## config.mk

```make
export PLATFORM = sky130hd
export DESIGN_NAME = gnn_layer_seq
export DESIGN_NICKNAME = d
export VERILOG_FILES = /design/src/rtl/gnn_layer_seq.sv
export SDC_FILE = /design/constraint.sdc
export NUM_CORES = 1
export LEC_CHECK = 0
export CORE_UTILIZATION = 55
export CTS_CLUSTER_DIAMETER = 50
export DETAILED_ROUTE_END_ITERATION = 8
export GPL_TIMING_DRIVEN = 0
export PLACE_DENSITY = 0.81
export SYNTH_ARGS = -nofsm -noshare
export SYNTH_HDL_FRONTEND = slang
export SYNTH_SLANG_ARGS = --single-unit
export TNS_END_PERCENT = 1
```

## constraint.sdc

```tcl
create_clock -name clk -period 20.6 [get_ports clk]
set_input_delay 5.15 -clock clk [delete_from_list [all_inputs] [get_ports clk]]
set_output_delay 5.15 -clock clk [all_outputs]
set_load 0.005 [all_outputs]
```

## src/rtl/gnn_layer_seq.sv

```systemverilog
// gnn_layer_seq: a single graph-convolution layer that shares one multiplier
// over time. It captures X, W and the adjacency mask, computes H = X*W one MAC
// per cycle, then sums each node's neighbours' H rows, plus the node's own row
// when SELF_LOOP is set, into Y at one add per cycle.
module gnn_layer_seq #(
    parameter int N_NODES   = 4,
    parameter int F_IN      = 4,
    parameter int F_OUT     = 4,
    parameter int DW        = 5,
    parameter int OW        = 21,
    parameter bit SELF_LOOP = 1'b1
) (
    input  logic                          clk,
    input  logic                          rst,
    input  logic                          in_ready,
    input  logic [N_NODES*F_IN*DW-1:0]    x_flat,
    input  logic [F_IN*F_OUT*DW-1:0]      w_flat,
    input  logic [N_NODES*N_NODES-1:0]    adj,
    output logic                          busy,
    output logic                          out_ready,
    output logic [N_NODES*F_OUT*OW-1:0]   y_flat
);

    // An H element holds a sum of F_IN products, so it cannot overflow.
    localparam int HW  = 2*DW + $clog2(F_IN);
    // This is the working width used to sign-extend H before it is cut to OW.
    localparam int EW  = (OW > HW) ? OW : HW;
    localparam int NCW = (N_NODES > 1) ? $clog2(N_NODES) : 1;
    localparam int ICW = (F_IN    > 1) ? $clog2(F_IN)    : 1;
    localparam int OCW = (F_OUT   > 1) ? $clog2(F_OUT)   : 1;

    localparam logic [NCW-1:0] N_LAST = NCW'(N_NODES - 1);
    localparam logic [ICW-1:0] I_LAST = ICW'(F_IN - 1);
    localparam logic [OCW-1:0] O_LAST = OCW'(F_OUT - 1);

    typedef enum logic [1:0] {
        S_IDLE,
        S_XFORM,
        S_AGG,
        S_DONE
    } state_t;

    state_t                 state_q;
    logic                   busy_q;
    logic                   out_ready_q;

    // Operands captured at the start of a run.
    logic signed [DW-1:0]   x_q   [N_NODES][F_IN];
    logic signed [DW-1:0]   w_q   [F_IN][F_OUT];
    logic                   adj_q [N_NODES][N_NODES];

    // Intermediate H, the results, and the running aggregate.
    logic signed [HW-1:0]   h_q   [N_NODES][F_OUT];
    logic [OW-1:0]          y_q   [N_NODES][F_OUT];
    logic [OW-1:0]          acc_q;

    // Loop counters. XFORM walks n, o, i. AGG walks n, o, m.
    logic [NCW-1:0]         n_q;
    logic [OCW-1:0]         o_q;
    logic [ICW-1:0]         i_q;
    logic [NCW-1:0]         m_q;

    // Combinational datapath values.
    logic signed [2*DW-1:0] prod_d;
    logic signed [HW-1:0]   mac_d;
    logic signed [EW-1:0]   h_wide_d;
    logic                   include_d;
    logic [OW-1:0]          term_d;
    logic [OW-1:0]          sum_d;

    // Shared datapath: one signed MAC for XFORM and one modular add for AGG.
    // NOTE: every always_comb output gets a default assignment before any
    // branch, so a path that is not covered cannot infer a latch.
    always_comb begin
        prod_d    = '0;
        mac_d     = '0;
        h_wide_d  = '0;
        include_d = 1'b0;
        term_d    = '0;
        sum_d     = '0;

        prod_d    = (2*DW)'(x_q[n_q][i_q]) * (2*DW)'(w_q[i_q][o_q]);
        mac_d     = h_q[n_q][o_q] + HW'(prod_d);

        // When the adjacency self bit and SELF_LOOP are both set, the OR
        // makes the node's own row count once, not twice.
        include_d = adj_q[n_q][m_q] || (SELF_LOOP && (m_q == n_q));
        h_wide_d  = EW'(h_q[m_q][o_q]);
        term_d    = include_d ? h_wide_d[OW-1:0] : '0;
        sum_d     = ((m_q == '0) ? '0 : acc_q) + term_d;
    end

    // Capture the operands when a run starts. The values are held until the next start.
    // NOTE: these operand arrays have no reset. Each run writes them before
    // reading them, so a reset would only add flops to the reset net.
    always_ff @(posedge clk) begin
        if (!rst && state_q == S_IDLE && in_ready) begin
            for (int n = 0; n < N_NODES; n++) begin
                for (int i = 0; i < F_IN; i++) begin
                    x_q[n][i] <= x_flat[(n*F_IN + i)*DW +: DW];
                end
                for (int m = 0; m < N_NODES; m++) begin
                    adj_q[n][m] <= adj[n*N_NODES + m];
                end
            end
            for (int i = 0; i < F_IN; i++) begin
                for (int o = 0; o < F_OUT; o++) begin
                    w_q[i][o] <= w_flat[(i*F_OUT + o)*DW +: DW];
                end
            end
        end
    end

    // Control FSM, loop counters, H/Y accumulation and registered status outputs.
    // NOTE: all state here uses non-blocking assignments. Every register then
    // sees values from before the edge, whatever order the statements run in.
    always_ff @(posedge clk) begin
        if (rst) begin
            state_q     <= S_IDLE;
            busy_q      <= 1'b0;
            out_ready_q <= 1'b0;
            acc_q       <= '0;
            n_q         <= '0;
            o_q         <= '0;
            i_q         <= '0;
            m_q         <= '0;
            for (int n = 0; n < N_NODES; n++) begin
                for (int o = 0; o < F_OUT; o++) begin
                    h_q[n][o] <= '0;
                    y_q[n][o] <= '0;
                end
            end
        end else begin
            case (state_q)
                S_IDLE: begin
                    if (in_ready) begin
                        for (int n = 0; n < N_NODES; n++) begin
                            for (int o = 0; o < F_OUT; o++) begin
                                h_q[n][o] <= '0;
                            end
                        end
                        n_q     <= '0;
                        o_q     <= '0;
                        i_q     <= '0;
                        m_q     <= '0;
                        acc_q   <= '0;
                        busy_q  <= 1'b1;
                        state_q <= S_XFORM;
                    end
                end

                S_XFORM: begin
                    h_q[n_q][o_q] <= mac_d;
                    if (i_q == I_LAST) begin
                        i_q <= '0;
                        if (o_q == O_LAST) begin
                            o_q <= '0;
                            if (n_q == N_LAST) begin
                                n_q     <= '0;
                                state_q <= S_AGG;
                            end else begin
                                n_q <= n_q + NCW'(1);
                            end
                        end else begin
                            o_q <= o_q + OCW'(1);
                        end
                    end else begin
                        i_q <= i_q + ICW'(1);
                    end
                end

                S_AGG: begin
                    if (m_q == N_LAST) begin
                        y_q[n_q][o_q] <= sum_d;
                        acc_q         <= '0;
                        m_q           <= '0;
                        if (o_q == O_LAST) begin
                            o_q <= '0;
                            if (n_q == N_LAST) begin
                                n_q         <= '0;
                                busy_q      <= 1'b0;
                                out_ready_q <= 1'b1;
                                state_q     <= S_DONE;
                            end else begin
                                n_q <= n_q + NCW'(1);
                            end
                        end else begin
                            o_q <= o_q + OCW'(1);
                        end
                    end else begin
                        acc_q <= sum_d;
                        m_q   <= m_q + NCW'(1);
                    end
                end

                S_DONE: begin
                    // A new run needs in_ready to go low first, so holding it
                    // high here keeps the block in DONE.
                    if (!in_ready) begin
                        out_ready_q <= 1'b0;
                        state_q     <= S_IDLE;
                    end
                end

                default: begin
                    busy_q      <= 1'b0;
                    out_ready_q <= 1'b0;
                    state_q     <= S_IDLE;
                end
            endcase
        end
    end

    // Flatten the result registers onto the output bus.
    always_comb begin
        y_flat = '0;
        for (int n = 0; n < N_NODES; n++) begin
            for (int o = 0; o < F_OUT; o++) begin
                y_flat[(n*F_OUT + o)*OW +: OW] = y_q[n][o];
            end
        end
    end

    assign busy      = busy_q;
    assign out_ready = out_ready_q;

endmodule

```

==> flow_summary.toml <==
[clocking]
cts_buffers = 82
htreeDepth = 3
clock_latency_ps = 630
cts_tree = "built"
clock_sink_count = 743
cts_setup_buffers = 0
root_buffer = "clkbuf_16"
hold_buffers = 0
cts_resized = 0
clock_path_buffers = 3
path_clk_slew_ps = 60

[synth]
ys.flop_type = "edfxtp_1"
syn_area_per_cell_um2 = 15.1
synth_area_um2 = 32900
synth_cells = 2182
ys_ff_latch = 743
yosysSeqAreaShare = 0.667
ys_types = 60
async_reset_ff_frac = 0
synthesis.nets = 2454
synth-edff-count = 704
yosysWarnings = 0

[critical_path]
crit_type = "input pin to flop"
reg2reg_slack_ps = 12670
crit_path_end_kind = "flop"
worstRegToRegCells = 21
r2r_end = "h_q[1][45]"
arrival_ps = 8510
worstPathMaxFanout = 40
required_ps = 20910
startpoint_type = "input pin"

[drt]
wl_per_cell_um = 27.2
drt_pass1_iterations = 9
vias_per_cell = 6.16
drc_errors = 0
drtAntennaViolNets = 0
vias = 22300
drt-initial-drc-count = 2541
routed_wirelength_um = 98600

[sta]
relSlewSlack = 0.103
fin_crit_sh = 0.398
layout_setup_ws_ps = 12410
fmax_mhz = 122
hold_viol_final = 0
rsz0062_at_grt = "no"
clock_skew_ps = 28.4
hold_slack_ps = 446
finalSetupViolCount = 0
slew_violations = 0
fin_tns_setup_ps = 0
tightestPinTransition_ps = 1350
period_minus_slack_ps = 8190

[floorplanning]
num_rows = 89
fp.dieH_um = 247
start_util = 0.557
core_um2 = 59000
top_level_ports = 517
die_w_um = 247
die-area_um2 = 60800

[hold_path]
hold_end = "acc_q[19]"
worstHoldStart = "acc_q[19]"
hold_depth = 2
min-delay-path-class = "flop to flop"

[finish]
nets = 3058
final_util = 0.706
fin_area_um2 = 41700
mostFrequentLayoutCells = "edfxtp_1, clkdlybuf4s50_1, nor2_1, mux4_2, clkbuf_1"
final_common_cell = "edfxtp_1"
final_cells = 3624
syn2layout_area_growth_pct = 26.8
layout-drive-gt1-share = 0.118

[grt]
grt_pass1_vias = 22100
grt_pass1_wl_um = 140000
grt_start_max_net_pins = 41
grt_antenna_before_repair = 7
overflow = 0
grt.total_usage = 0.323

[power_and_ir_drop]
ir_worst_vdd_uv = 273
leakagePower_nw = 14.7
p_per_area_nw_per_um2 = 149
total_power_mw = 6.20

[place]
dp_slack_ps = 11810
dpl.hpwl_um = 69100
routabilityCongestion = 0.942
port_buffers = 516
place_inst = 3475
place_area_um2 = 39100

[run_status]
status = "finished clean"

[flow_run]
maxCapViolCount = 0
final cells by class:
class | instances | area (um2)
Clock inverter | 50 | 457
Buffer | 145 | 611
Timing Repair Buffer | 520 | 5250
Multi-Input combinational cell | 1233 | 10100
Clock buffer | 94 | 2110
Sequential cell | 743 | 21900
Fill cell | 3706 | 17300
Inverter | 61 | 229
Tap cell | 773 | 967
Antenna cell | 5 | 12.5
logic make-up after synthesis:
family	Yosys count	share of synthesized area
DFF	743	0.667
xor gates and xnor gates	33	0.00970
adders and majority gates	93	0.0427
AOI/OAI and AO/OA	154	0.0317
and+or+nand+nor	774	0.104
muxes	179	0.120
buffers and inverters	206	0.0255
Yosys cell counts, types with 5 or more instances:
cell type | number | share of area
dfxtp_1 | 39 | 0.024
a21oi_1 | 51 | 0.0078
ha_1 | 61 | 0.023
nand2_1 | 69 | 0.0079
and3_1 | 9 | 0.0017
o311ai_0 | 16 | 0.0043
nor2_1 | 488 | 0.056
clkbuf_1 | 106 | 0.012
buf_2 | 26 | 0.0040
a21o_1 | 7 | 0.0016
and2_1 | 78 | 0.015
nand4_1 | 5 | 0.00095
nand2b_1 | 26 | 0.0049
buf_1 | 7 | 0.00080
nand3_1 | 38 | 0.0058
mux4_2 | 167 | 0.11
fa_1 | 32 | 0.019
xnor2_1 | 20 | 0.0053
or3_1 | 18 | 0.0034
inv_1 | 59 | 0.0067
edfxtp_1 | 704 | 0.64
o21bai_1 | 19 | 0.0043
xor2_1 | 9 | 0.0024
mux2i_1 | 6 | 0.0018
nor2b_1 | 37 | 0.0070
o21ai_0 | 27 | 0.0041
how the worst max path moves through the flow:
stage	endpoint	depth (start not counted)	slack, ps	startpoint
after detailed placement	adj_q[1][3]	8	11810	rst
after global routing	x_q[1][10]	8	12290	rst
after floorplan	adj_q[0][0]	4	6850	rst
after CTS	adj_q[3][3]	8	12450	rst
final	adj_q[2][1]	8	12410	rst
after global placement	adj_q[0][3]	5	3740	rst
worst max-delay path: stages:
cell and delay [ps]:
clkdlybuf4s50_1 540, clkbuf_1 310, clkbuf_1 410, clkbuf_1 380, nor2_4 810, buf_12 310
buf_12 250, buf_12 250
metal layers:
| metal | wire [um] | track usage |
|---|---|---|
| met1 | 32000 | 0.372 |
| met3 | 11000 | 0.0862 |
| met5 | 41 | 0 |
| met4 | 6010 | 0.186 |
| met2 | 49500 | 0.545 |
sequential cells by signal, summed over array words and instances, names as in the netlist, named ones only:
| register | count |
|---|---|
| x_q | 80 |
| state_q | 2 |
| h_q | 192 |
| n_q | 2 |
| o_q | 2 |
| w_q | 80 |
| out_ready | 1 |
| acc_q | 21 |
| m_q | 2 |
| i_q | 2 |
| y_q | 336 |
| adj_q | 16 |
| busy | 1 |
power by group:
group	internal [mW]	switching [mW]
clock network	0.795	0.613
registers	1.83	0.0682
logic	0.855	2.04
total	3.48	2.72
No activity file was read; power rests on OpenSTA's default activity.
